File: src/rtl/fetch_unit.sv
// Instruction fetch unit: PC register, wait-counted memory read, IR field decode.
// Optional misaligned-PC fault detection is enabled with `define FETCH_ALIGN_CHECK_EN.
module fetch_unit #(
    parameter int unsigned MEM_LATENCY = 3,
    parameter logic [31:0] RESET_PC    = 32'h0000_0000
) (
    input  logic        clock,
    input  logic        reset,
    input  logic        fetch_req,
    input  logic        pc_load,
    input  logic [31:0] pc_load_value,
    input  logic [31:0] mem_data_in,
    output logic [31:0] mem_addr,
    output logic        mem_rd,
    output logic [31:0] pc,
    output logic [5:0]  OPCODE,
    output logic [4:0]  RS,
    output logic [4:0]  RT,
    output logic [15:0] OFFSET,
    output logic        fetch_done,
    output logic        busy,
    output logic        align_fault
);

    typedef enum logic [1:0] {
        IDLE  = 2'd0,
        WAIT  = 2'd1,
        DONE  = 2'd2,
        FAULT = 2'd3
    } state_t;

    localparam logic [2:0] LAST_CNT = 3'(MEM_LATENCY - 1);

    state_t      state_q, state_d;
    logic [2:0]  cnt_q, cnt_d;
    logic [31:0] pc_q, pc_d;
    logic [31:0] ir_q, ir_d;
    logic        mem_rd_q, mem_rd_d;
    logic        busy_q, busy_d;
    logic        done_q, done_d;
    logic        fault_q, fault_d;

    // Next-state, PC/IR update and registered-output decode
    always_comb begin
        state_d = state_q;
        cnt_d   = cnt_q;
        pc_d    = pc_q;
        ir_d    = ir_q;
        case (state_q)
            IDLE: begin
                if (pc_load) begin
                    pc_d = pc_load_value;
                end else if (fetch_req) begin
`ifdef FETCH_ALIGN_CHECK_EN
                    if (pc_q[1:0] != 2'b00) begin
                        state_d = FAULT;
                    end else begin
                        state_d = WAIT;
                        cnt_d   = 3'd0;
                    end
`else
                    state_d = WAIT;
                    cnt_d   = 3'd0;
`endif
                end else begin
                    state_d = IDLE;
                end
            end
            WAIT: begin
                if (cnt_q == LAST_CNT) begin
                    ir_d    = mem_data_in;
                    pc_d    = pc_q + 32'd4;
                    cnt_d   = 3'd0;
                    state_d = DONE;
                end else begin
                    cnt_d = cnt_q + 3'd1;
                end
            end
            DONE: begin
                state_d = IDLE;
            end
            FAULT: begin
`ifdef FETCH_ALIGN_CHECK_EN
                if (pc_load) begin
                    pc_d    = pc_load_value;
                    state_d = IDLE;
                end else begin
                    state_d = FAULT;
                end
`else
                state_d = IDLE;
`endif
            end
            default: begin
                state_d = IDLE;
            end
        endcase
        // Outputs are decoded from the next state so they register in step with it
        mem_rd_d = (state_d == WAIT);
        busy_d   = (state_d == WAIT) || (state_d == DONE);
        done_d   = (state_d == DONE);
`ifdef FETCH_ALIGN_CHECK_EN
        fault_d  = (state_d == FAULT);
`else
        fault_d  = 1'b0;
`endif
    end

    // State, datapath and output registers with synchronous reset
    always_ff @(posedge clock) begin
        if (reset) begin
            state_q  <= IDLE;
            cnt_q    <= 3'd0;
            pc_q     <= RESET_PC;
            ir_q     <= 32'd0;
            mem_rd_q <= 1'b0;
            busy_q   <= 1'b0;
            done_q   <= 1'b0;
            fault_q  <= 1'b0;
        end else begin
            state_q  <= state_d;
            cnt_q    <= cnt_d;
            pc_q     <= pc_d;
            ir_q     <= ir_d;
            mem_rd_q <= mem_rd_d;
            busy_q   <= busy_d;
            done_q   <= done_d;
            fault_q  <= fault_d;
        end
    end

    assign mem_addr    = {pc_q[31:2], 2'b00};
    assign mem_rd      = mem_rd_q;
    assign pc          = pc_q;
    assign OPCODE      = ir_q[31:26];
    assign RS          = ir_q[25:21];
    assign RT          = ir_q[20:16];
    assign OFFSET      = ir_q[15:0];
    assign fetch_done  = done_q;
    assign busy        = busy_q;
    assign align_fault = fault_q;

endmodule

File: config.mk
export PLATFORM = sky130hd
export DESIGN_NAME = fetch_unit
export DESIGN_NICKNAME = d
export VERILOG_FILES = /design/src/rtl/fetch_unit.sv
export SDC_FILE = /design/constraint.sdc
export NUM_CORES = 1
export LEC_CHECK = 0
export CAP_MARGIN = 40
export CORE_AREA = 3 3 99 101
export CTS_CLUSTER_DIAMETER = 60
export CTS_CLUSTER_SIZE = 40
export DETAILED_ROUTE_END_ITERATION = 10
export DIE_AREA = 0 0 102 104
export HOLD_SLACK_MARGIN = 0.15
export PLACE_DENSITY = 0.85
export SLEW_MARGIN = 25
export SYNTH_ARGS = -nofsm -noshare
export SYNTH_HDL_FRONTEND = slang
export SYNTH_SLANG_ARGS = --single-unit
File: constraint.sdc
create_clock -name clock -period 2.4 [get_ports clock]
set_input_delay 0.48 -clock clock [delete_from_list [all_inputs] [get_ports clock]]
set_output_delay 0.48 -clock clock [all_outputs]
set_load 0.02 [all_outputs]
# Word-level counts from Yosys, hierarchy flattened
# Index checks and enable logic that the tools add are counted.
# op_classes
addsub,2
eq_ne,10
muxes,11
reduce_logical,7
# op_table
op,n
$mux 32,2
$pmux 32 s2,1
$add 32x3->32 const B,1
$mux 3,3
$ne 2x2->1 const B,4
$eq 2x2->1 const B,3
$pmux 2 s3,1
$pmux 3 s2,1
$reduce_and 3->1,2
$eq 2x1->1 const B,2
$mux 2,2
$add 3x1->3 const B,1
$eq 3x2->1 const B,1
$logic_not 2->1,1
$reduce_and 2->1,1
$reduce_bool 2->1,1
$reduce_or 2->1,1
$logic_or 1x1->1,1
$mux 1,1
# totals
regBits,72
inputBits,68
output_inout_bits,100
word_cells,37

# Longest topological paths before layout
# depth
word_depth,5
ltp_mapped,8
mapped_depth_nobuf,6

# Least setup slack after synthesis
# OpenSTA, ideal clock, no wires.
# synth_timing
path_kind,flip-flop to flip-flop
startpoint,"register pc_q[2], in the netlist pc[2]"
endpoint,"register pc_q[30], in the netlist pc[30]"
setup_ns,0.127
t_arrival_ns,2.014
t_required_ns,2.273
slack_ns,0.259
path_stages_with_launch,7
path_buffers,0
period_less_slack_ns,2.141
cell_sequence,dfxtp_1 > ha_1 > and3_1 > nand4_1 > or4_4 > and3_1 > or3_1
# synth_between
elab_chain_cells,3
# synth_lines
item,line,rtl
from (decl),36,"logic [31:0] pc_q, pc_d;"
from (signal assigned),123,pc_q <= pc_d;
$add 32x3->32,72,pc_d = pc_q + 32'd4;
$mux 32,70,if (cnt_q == LAST_CNT) begin
$pmux 32 s2,49,case (state_q)
# Every way passes these cells. The select of a mux whose other input is x is not followed.
# A chain may end at the register's enable or synchronous reset.

# Final worst setup path
# layout_timing
startpoint,"register pc_q[2], in the netlist pc[2]"
endpoint,"register pc_q[28], in the netlist pc[28]"
# Same word-level chain as after synthesis.

==> flow_metrics.py <==
metrics = {
    "run_status": {
        "outcome": "complete, no violations",
    },
    "route": {
        "drtIter0Drc": 255,
        "wl_per_cell_um": 16.35,
        "ant_nets": 0,
        "drc": 0,
        "viasPerCell": 5.491,
        "wl_um": 12270,
        "first_pass_iters": 5,
        "vias": 4118,
    },
    "hold_path": {
        "hp-start": "ir_q[28]",
        "min_to": "ir_q[28]",
        "hold_class": "register to register",
        "holdPathStages": 2,
    },
    "timing": {
        "grt_setup_unrepaired": "false",
        "setup_violations": 0,
        "hold_viol": 0,
        "skew_ps": 11.55,
        "finalCritPeriodShare_pct": 91.33,
        "fin_tns_setup_ps": 0,
        "max_slew_margin_pct": 54.26,
        "final_max_slew_viol_count": 0,
        "fmaxAchievable_mhz": 456.2,
        "tightest_slew_ps": 683.5,
        "min_period_ps": 2192,
        "setup_ws_ps": 208.2,
    },
    "floorplan": {
        "fp.dieH_um": 104,
        "num_rows": 35,
        "die_x_um": 102,
        "io_pins": 168,
        "core-area_mm2": 0.009109,
        "die_area_mm2": 0.01061,
        "initial_core_util_pct": 40.88,
    },
    "final_layout": {
        "nets": 705,
        "fin_cells": 750,
        "multi_input_area_mm2": 0.001903,
        "layout-drive-gt1-share_pct": 7.668,
        "n_fill_cell": 803,
        "final_area_mm2": 0.005543,
        "antennaDiodeCount": 0,
        "syn_to_final_growth_pct": 48.86,
        "seq_area_mm2": 0.001441,
    },
    "cts": {
        "postCtsHoldBufs": 0,
        "ctsLongestPathBuffers": 2,
        "cts.sinks": 72,
        "cts_setup_buffers": 0,
        "numCtsBuffers": 9,
        "clkLatencyLatePin_ps": 350,
        "ctsRootBufferMaster": "clkbuf_8",
        "cts_tree": "done",
        "h-tree-depth": 3,
        "cts_resized": 0,
        "clk_pin_slew_worst_paths_ps": 90,
    },
    "global_routing": {
        "grt_overflow_total": 0,
        "grt_antenna_before_repair": 0,
        "grt_max_degree": 34,
        "track_usage_pct": 22.90,
        "grt_pass1_wl_um": 19740,
        "first_global_vias": 3864,
    },
    "synthesis": {
        "synth_edf_count": 0,
        "synthFlopType": "dfxtp_1",
        "yosysWarnings": 0,
        "mappedNetlistArea_mm2": 0.003724,
        "syn_area_per_cell_um2": 7.507,
        "ys_seq_elements": 72,
        "synth_cell_types": 55,
        "syn_inst": 496,
        "seq_area_frac_synth_pct": 38.71,
        "ys_async_sr_fraction_pct": 0,
    },
    "placed_design": {
        "place_area_mm2": 0.005346,
        "place_congestion": 0.8795,
        "portBuffers": 164,
        "placedCellCount": 734,
        "dpl_worst_slack_ps": 138.9,
        "hpwl_um": 9131,
    },
    "power": {
        "peakVddDrop_uv": 230.5,
        "power_density_mw_per_mm2": 532.6,
        "design_power_total_mw": 2.952,
        "p_leak_nw": 1.934,
    },
    "critical_path": {
        "cp_max_fo": 8,
        "setup.worst_path.end_class": "register",
        "critPathRequiredTime_ps": 2660,
        "crit_arrival_ps": 2460,
        "critPathKind": "register to register",
        "crit_path_start_kind": "register",
        "reg2reg_from": "pc[2]",
        "rr_endpoint": "pc[28]",
        "r2r_cells": 6,
        "rrSetupSlack_ps": 210,
    },
    "run": {
        "maxCapViolations": 0,
    },
}
==> sequential cells by signal, summed over array words and instances, names as in the netlist <==
signal	flops
busy	1
cnt_q	3
fetch_done	1
pc	32
state_q	2
ir_q	32
mem_rd	1
==> cells in the mapped netlist (2+ instances only) <==
cell type	number	area, um2
a211oi_1	5	37.54
a21o_1	4	30.03
a21oi_1	63	315.3
a22o_1	2	17.52
a22oi_1	3	22.52
a2bb2oi_1	3	26.28
a311oi_1	2	17.52
a31oi_1	4	25.02
and2_1	4	25.02
and3_1	7	43.79
and4_1	4	35.03
buf_1	10	37.54
buf_4	33	247.7
clkbuf_1	21	78.83
dfxtp_1	72	1441
ha_1	3	37.54
inv_1	7	26.28
mux2i_1	2	20.02
nand2_1	97	364.1
nand2b_1	6	37.54
nand3_1	21	105.1
nand3b_1	2	15.01
nand4_1	12	75.07
nor2_1	26	97.59
nor2b_1	5	31.28
nor3_1	13	65.06
nor3b_1	2	15.01
nor4_1	8	50.05
o211ai_1	3	22.52
o21ai_0	21	105.1
o22ai_1	2	12.51
o31ai_1	2	15.01
or3_1	4	25.02
or4_1	2	15.01
==> kinds of logic after synthesis <==
group | synth area share (%)
xor+xnor | 0.2353
mux | 0.5377
fa+ha+maj | 1.008
other cells | 0.1007
simple gates | 29.07
buf+inv | 10.48
flops | 38.71
compound gates | 19.86
==> critical path: stages (launching register included) <==
cell	delay, ps
dfxtp_1	450
ha_1	250
and3_1	260
nand4_1	130
or3_2	490
or4_1	410
o211ai_1	100
==> layout make-up <==
type,count,area share [%]
repair buffers,189,33.14
clock buffers,10,2.302
multi-input cells,355,34.33
flip-flops and latches,72,26.00
well taps,111,2.506
inverters,7,0.4740
clock inverters,6,1.242
==> placed cells by master, fill, tap and decap left out, types with 3 or more instances in the layout <==
master	netlist	layout
a211oi_1	5	5
a21o_1	4	4
a21oi_1	63	62
a22oi_1	3	3
a2bb2oi_1	3	3
a31oi_1	4	4
and2_1	4	4
and3_1	7	7
and4_1	4	4
buf_4	33	24
clkbuf_8	0	9
clkdlybuf4s50_1	0	163
conb_1	1	3
dfxtp_1	72	72
ha_1	3	3
inv_1	7	7
nand2_1	97	97
nand2b_1	6	6
nand3_1	21	21
nand4_1	12	12
nor2_1	26	26
nor2b_1	5	5
nor3_1	13	13
nor4_1	8	8
o211ai_1	3	3
o21ai_0	21	21
or3_1	4	4
==> report_power, final <==
| group | total (mW) | switching, mW | internal [mW] |
|---|---|---|---|
| Combinational | 0.653 | 0.320 | 0.333 |
| Sequential | 1.32 | 0.0735 | 1.24 |
| Clock | 0.984 | 0.498 | 0.486 |
| Total | 2.95 | 0.891 | 2.06 |
==> per-stage QoR <==
| stage | util (%) | hold WS, ps |
|---|---|---|
| floorplan | - | 491.9 |
| global placement | 58.70 | 440.9 |
| detailed placement | 58.70 | 447.0 |
| CTS | 60.85 | 459.0 |
| global route | 60.85 | 476.1 |
| finish | 60.85 | 456.6 |
==> per-layer routing <==
metal  vias to the layer above  track usage [%]  wire length [um]
met5                         -                0                 0
met4                         0            6.467               221
met3                        27            4.292               826
met2                       168            38.35              6227
met1                      1931            29.73              4991
li1                       1992                -                 -
==> worst max path at each step <==
stage	startpoint	cells after the start	end
after floorplan	pc[2]	6	pc[30]
after global placement	pc_load	6	pc[2]
after detailed placement	pc_load	6	pc[2]
after CTS	pc[2]	6	pc[28]
after global routing	pc[2]	6	pc[28]
final	pc[2]	6	pc[28]
(Power assumes the default switching activity.)
